--- src/rtl/pipe_pkg.sv ---
// Shared types and default widths for the skid-buffered pipeline stage.
// Widths follow the EX/MEM bundle: 4 control bits, 69 payload bits.
package pipe_pkg;

  localparam int CTRL_W_DEF = 4;
  localparam int DATA_W_DEF = 69;
  localparam int CNT_W_DEF  = 16;

  typedef enum logic [1:0] {
    EMPTY = 2'd0,
    BUSY  = 2'd1,
    FULL  = 2'd2
  } state_e;

endpackage

--- src/rtl/pipe_skid_stage_if.sv ---
// Valid/ready handshake bundle for one pipeline stage.
// The stage itself uses the slave view; the driver uses master.
interface pipe_skid_stage_if
  import pipe_pkg::*;
#(
  parameter int CTRL_W = CTRL_W_DEF,
  parameter int DATA_W = DATA_W_DEF
) ();

  logic              in_valid;
  logic              in_ready;
  logic [CTRL_W-1:0] in_ctrl;
  logic [DATA_W-1:0] in_data;
  logic              out_valid;
  logic              out_ready;
  logic [CTRL_W-1:0] out_ctrl;
  logic [DATA_W-1:0] out_data;

  modport master (
    output in_valid, in_ctrl, in_data, out_ready,
    input  in_ready, out_valid, out_ctrl, out_data
  );

  modport slave (
    input  in_valid, in_ctrl, in_data, out_ready,
    output in_ready, out_valid, out_ctrl, out_data
  );

endinterface

--- src/rtl/pipe_slot.sv ---
// One pipeline register slot: valid + ctrl + data.
// Clear kills valid and ctrl but keeps the payload bits.
module pipe_slot
  import pipe_pkg::*;
#(
  parameter int CTRL_W = CTRL_W_DEF,
  parameter int DATA_W = DATA_W_DEF
) (
  input  logic              clk,
  input  logic              rst,
  input  logic              load,
  input  logic              clear,
  input  logic [CTRL_W-1:0] ldCtrl,
  input  logic [DATA_W-1:0] ldData,
  output logic              valid,
  output logic [CTRL_W-1:0] ctrl,
  output logic [DATA_W-1:0] data
);

  // Falling-edge slot register; clear wins over load.
  always_ff @(negedge clk or posedge rst) begin
    if (rst) begin
      valid <= 1'b0;
      ctrl  <= '0;
      data  <= '0;
    end else if (clear) begin
      valid <= 1'b0;
      ctrl  <= '0;
    end else if (load) begin
      valid <= 1'b1;
      ctrl  <= ldCtrl;
      data  <= ldData;
    end
  end

endmodule

--- src/rtl/pipe_skid_stage.sv ---
// Two-entry skid pipeline stage with flush and stall counter.
// in_ready is registered so out_ready never reaches it combinationally.
module pipe_skid_stage
  import pipe_pkg::*;
#(
  parameter int CTRL_W = CTRL_W_DEF,
  parameter int DATA_W = DATA_W_DEF,
  parameter int CNT_W  = CNT_W_DEF
) (
  input  logic                 clk,
  input  logic                 rst,
  input  logic                 flush,
  pipe_skid_stage_if.slave     bus,
  output logic [1:0]           occ,
  output logic [CNT_W-1:0]     stall_cnt
);

  state_e state, stateNext;

  logic rstDone;
  logic inFire, outFire;
  logic mainLoad, mainClear, mainFromSkid;
  logic skidLoad, skidClear;
  logic mainV, skidV;
  logic [CTRL_W-1:0] mainCtrl, skidCtrl, mainLdCtrl;
  logic [DATA_W-1:0] mainData, skidData, mainLdData;

  assign bus.in_ready  = rstDone && (state != FULL);
  assign bus.out_valid = (state != EMPTY);
  assign bus.out_ctrl  = bus.out_valid ? mainCtrl : '0;
  assign bus.out_data  = mainData;

  assign inFire  = bus.in_valid && bus.in_ready;
  assign outFire = bus.out_valid && bus.out_ready;

  assign occ = {skidV, mainV & ~skidV};

  assign mainLdCtrl = mainFromSkid ? skidCtrl : bus.in_ctrl;
  assign mainLdData = mainFromSkid ? skidData : bus.in_data;

  // Holds in_ready low until the first falling edge after reset.
  always_ff @(negedge clk or posedge rst) begin
    if (rst) rstDone <= 1'b0;
    else     rstDone <= 1'b1;
  end

  // State register.
  always_ff @(negedge clk or posedge rst) begin
    if (rst) state <= EMPTY;
    else     state <= stateNext;
  end

  // Next state and slot controls; flush overrides everything.
  always_comb begin
    stateNext    = state;
    mainLoad     = 1'b0;
    mainClear    = 1'b0;
    mainFromSkid = 1'b0;
    skidLoad     = 1'b0;
    skidClear    = 1'b0;
    if (flush) begin
      stateNext = EMPTY;
      mainClear = 1'b1;
      skidClear = 1'b1;
    end else begin
      unique case (state)
        EMPTY: begin
          if (inFire) begin
            mainLoad  = 1'b1;
            stateNext = BUSY;
          end
        end
        BUSY: begin
          if (inFire && outFire) begin
            mainLoad = 1'b1;
          end else if (inFire) begin
            skidLoad  = 1'b1;
            stateNext = FULL;
          end else if (outFire) begin
            mainClear = 1'b1;
            stateNext = EMPTY;
          end
        end
        FULL: begin
          if (outFire) begin
            mainLoad     = 1'b1;
            mainFromSkid = 1'b1;
            skidClear    = 1'b1;
            stateNext    = BUSY;
          end
        end
        default: stateNext = EMPTY;
      endcase
    end
  end

  // Saturating count of back-pressured edges.
  always_ff @(negedge clk or posedge rst) begin
    if (rst) begin
      stall_cnt <= '0;
    end else if (bus.out_valid && !bus.out_ready && !flush
                 && (stall_cnt != '1)) begin
      stall_cnt <= stall_cnt + 1'b1;
    end
  end

  pipe_slot #(.CTRL_W(CTRL_W), .DATA_W(DATA_W)) uMain (
    .clk    (clk),
    .rst    (rst),
    .load   (mainLoad),
    .clear  (mainClear),
    .ldCtrl (mainLdCtrl),
    .ldData (mainLdData),
    .valid  (mainV),
    .ctrl   (mainCtrl),
    .data   (mainData)
  );

  pipe_slot #(.CTRL_W(CTRL_W), .DATA_W(DATA_W)) uSkid (
    .clk    (clk),
    .rst    (rst),
    .load   (skidLoad),
    .clear  (skidClear),
    .ldCtrl (bus.in_ctrl),
    .ldData (bus.in_data),
    .valid  (skidV),
    .ctrl   (skidCtrl),
    .data   (skidData)
  );

endmodule

--- src/flat_wrapper.sv ---
// flat-port wrapper written by rule: the top's interface ports become plain ports
module pipe_skid_stage_flat import pipe_pkg::*;
#(
  parameter int CTRL_W = CTRL_W_DEF,
  parameter int DATA_W = DATA_W_DEF,
  parameter int CNT_W  = CNT_W_DEF
)
  (clk, rst, flush, occ, stall_cnt, bus_in_valid, bus_in_ctrl, bus_in_data, bus_out_ready, bus_in_ready, bus_out_valid, bus_out_ctrl, bus_out_data);
  pipe_skid_stage_if #(.CTRL_W(CTRL_W), .DATA_W(DATA_W)) bus_i ();
  input  logic clk;
  input  logic rst;
  input  logic flush;
  output logic [1:0] occ;
  output logic [CNT_W-1:0] stall_cnt;
  input wire logic [$bits(bus_i.in_valid)-1:0] bus_in_valid;
  input wire logic [$bits(bus_i.in_ctrl)-1:0] bus_in_ctrl;
  input wire logic [$bits(bus_i.in_data)-1:0] bus_in_data;
  input wire logic [$bits(bus_i.out_ready)-1:0] bus_out_ready;
  output wire logic [$bits(bus_i.in_ready)-1:0] bus_in_ready;
  output wire logic [$bits(bus_i.out_valid)-1:0] bus_out_valid;
  output wire logic [$bits(bus_i.out_ctrl)-1:0] bus_out_ctrl;
  output wire logic [$bits(bus_i.out_data)-1:0] bus_out_data;
  assign bus_i.in_valid = bus_in_valid;
  assign bus_i.in_ctrl = bus_in_ctrl;
  assign bus_i.in_data = bus_in_data;
  assign bus_i.out_ready = bus_out_ready;
  assign bus_in_ready = bus_i.in_ready;
  assign bus_out_valid = bus_i.out_valid;
  assign bus_out_ctrl = bus_i.out_ctrl;
  assign bus_out_data = bus_i.out_data;
  pipe_skid_stage #(.CTRL_W(CTRL_W), .DATA_W(DATA_W), .CNT_W(CNT_W)) u_core (.clk(clk), .rst(rst), .flush(flush), .bus(bus_i), .occ(occ), .stall_cnt(stall_cnt));
endmodule
--- config.mk ---
export PLATFORM = sky130hd
export DESIGN_NAME = pipe_skid_stage_flat
export DESIGN_NICKNAME = d
export VERILOG_FILES = /design/src/rtl/pipe_pkg.sv /design/src/rtl/pipe_skid_stage_if.sv /design/src/rtl/pipe_slot.sv /design/src/rtl/pipe_skid_stage.sv /design/src/flat_wrapper.sv
export SDC_FILE = /design/constraint.sdc
export NUM_CORES = 1
export LEC_CHECK = 0
export BUFFER_PORTS_ARGS = -buffer_cell sky130_fd_sc_hd__buf_4
export CAP_MARGIN = 30
export CORE_ASPECT_RATIO = 0.9
export CORE_MARGIN = 3
export CORE_UTILIZATION = 54
export CTS_CLUSTER_SIZE = 16
export DETAILED_ROUTE_END_ITERATION = 8
export GPL_ROUTABILITY_DRIVEN = 0
export PLACE_DENSITY = 0.8
export SLEW_MARGIN = 20
export SYNTH_ARGS = -nofsm -noshare
export SYNTH_HDL_FRONTEND = slang
export SYNTH_SLANG_ARGS = --single-unit
--- constraint.sdc ---
create_clock -name clk -period 7.6 [get_ports clk]
set_input_delay 1.52 -clock clk [delete_from_list [all_inputs] [get_ports clk]]
set_output_delay 1.52 -clock clk [all_outputs]
set_load 0.02 [all_outputs]
==> results.txt <==
post-synthesis adder-cell area fraction: 0.173%
CTS clk-pin slew, worst paths: 0.04 ns
Antenna Cells: 0
Post-synth EDFFs: 0
main combinational cell family by area after synthesis: multiplexers
row cnt: 39
CTS root buf: clkbuf_16
post-detailed-route wirelength per cell: 17.1 microns
Critical Path AT: 5.38 ns
hold buffer count at cts: 0
via-per-instance ratio: 5.52
Area growth syn-to-layout: 28.1%
Lkg Pwr: 4.19 nW
Setup Buffers After CTS: 0
Post-Syn Instances: 586
Detail Route met3 WL: 1110 microns
DIE WIDTH: 128 microns
Avg Synthesized Cell Area: 12.4 sq um
Iter 0 DRT Violations: 324
total die area: 14,900 sq um
largest cells by area after synthesis: dfrtn_1 58%, mux2i_1 11%, mux2_2 10%, a21oi_1 5.0%, nor2_1 3.8%
grt total ovfl: 0
largest net degree at the start of global routing: 168
Synth Area in XOR/XNOR: 1.21%
Routed Antenna Nets: 0
DR pass1 iterations: 5
RSZ-0062 raised after global routing: false
WS Path Type: flip-flop to output port
layout cells sized above 1: 37.8%
num ports: 171
max-cap violations: 0
area share of the largest cell type after synthesis: 57.6%
Max Clock Skew: 0.00868 ns
CTS Sinks: 167
Fin Setup TNS: 0 ns
Total Nets Final: 827
Total GRT Usage: 22.3%
Crit Path Max Fanout: 9
Hold Path Class: flip-flop to flip-flop
critical path required time: 6.08 ns
vias after detailed routing: 5,103
detailed placer's ending HPWL: 10,400 microns
top_reg_cell synth: dfrtn_1
ys async rst share: 100%
worst slew pin tran: 0.843 ns
P per Cell Area: 286 nW/um^2
final std cell area, no fill: 9290 sq um
met1 WL: 6440 microns
CTS resizes: 0
Total Power: 2.65 mW
antenna violations before repair: 0
Final Hold Fails: 0
cts bufs inserted: 17
CTS tree: yes
fin. max-slew vios: 0
initial core utilization: 56.1%
Core ar.: 12,900 sq um
synthesized flop and latch total: 167
outcome: complete, no violations
YS warnings: 0
nature of the critical path startpoint: flip-flop
Synth area leader: dfrtn_1
CTS H-tree depth: 4
worst skew pair latency: 0.40 ns
Rel. slew slack: 43.8%
first-pass GRT wire length: 26,100 microns
sequential share of the synthesized area: 57.6%
compound-cell area share of the yosys netlist: 6.63%
# setup viols final: 0
simple logic cell fraction of the synthesized area: 9.01%
met2 wire length: 7900 microns
syn_nets: 665
Crit. End Element: output port
die height: 116 microns
drt drc: 0
DR top layer: met4
maximum root-to-sink buffer count: 2
PortBufs: 170
mux cell area share after synthesis: 22.0%
total wire length: 15,800 microns
Synth Cell Area: 7250 sq um
Post-DP Area: 8630 sq um
vias in the first global route: 5,295
Worst VDD drop: 179 uV
synth unique cells: 48
[state kept, by name, summed over array words and instances, names as in the netlist, 2 cells and up]
signal and cells:
u_core.uSkid.ctrl 4, u_core.stall_cnt 16, u_core.uMain.data 69, u_core.uSkid.data 69, u_core.state 2, u_core.uMain.ctrl 4
[logic make-up (layout without fill, tap and decap cells)]
group	Yosys count	after routing
fa+ha+maj	1	1
compound gates	87	87
xor+xnor	10	10
buf+inv	38	213
flops	167	167
other cells	1	1
simple gates	132	132
mux	150	150
[routing by layer]
| metal | GRT usage [%] | up-vias |
|---|---|---|
| met5 | 0 | - |
| met4 | 8.63 | 0 |
| met3 | 8.71 | 28 |
| met2 | 36.0 | 135 |
| met1 | 27.2 | 2549 |
| li1 | - | 2391 |
[layout make-up]
class	count	area, sq um
Tap cell	164	205
Inverter	4	18.8
Sequential cell	167	4180
Fill cell	905	3640
Multi-Input combinational cell	381	2840
Timing Repair Buffer	177	1380
Clock inverter	14	221
Clock buffer	18	439
[report_power, final]
group | internal [mW] | total, mW | switching, mW
registers | 1.07 | 1.17 | 0.0996
logic | 0.252 | 0.531 | 0.279
clock network | 0.595 | 0.952 | 0.358
[layout by cell type, fill, tap and decap left out, drive strengths merged, types with 2 or more instances in the layout]
master,n
nand4b,2
nand2b,2
nand2,13
nor4,5
inv,5
a31oi,2
dfrtn,167
a21oi,72
o21ai,3
nand3,5
nand4,5
clkinv,4
a22o,4
mux2i,77
bufinv,5
xor2,9
and2,5
nor3,9
clkinvlp,4
clkbuf,18
nor3b,3
nor2,74
mux2,73
buf,177
[path summary, 6_finish.rpt]
kind                               startpoint                     to  slack (ns)  depth (start not counted)
setup / recovery              u_core.state[0]        bus_out_ctrl[1]        0.70                          3
hold / removal             u_core.uMain.valid     u_core.uMain.valid        0.42                          1
setup reg to reg              u_core.state[0]  u_core.uSkid.data[28]        5.63                          4
hold reg to reg            u_core.uMain.valid     u_core.uMain.valid        0.42                          1
max in group asynchronous                 rst  u_core.uSkid.data[21]        1.91                          3
min in group asynchronous                 rst  u_core.uMain.data[39]        5.10                          3
[through the flow]
step                instances  utilization (%)  setup WS (ns)  hold slack [ns]
finish                    925             71.8          0.698            0.416
global route              925             71.8          0.635            0.444
CTS                       925             71.8          0.685            0.423
detailed placement        893             66.7          0.702            0.423
global placement          893             66.7          0.789            0.412
floorplan                 586                -          0.273            0.402
[cells in the mapped netlist, types with 6 or more instances]
cell	n
nor2_1	74
dfrtn_1	167
a21oi_1	72
mux2_2	67
mux2_1	6
nand2_1	13
buf_2	13
nor3_1	8
buf_6	7
mux2i_1	77
clkbuf_1	6
xor2_1	9
buf_4	8
[critical path: stages, from the launching register on]
cell and delay, ns:
dfrtn_1 0.42, or2_2 0.42, and2_1 0.20, buf_4 0.15
No activity file was read; power rests on OpenSTA's default activity.
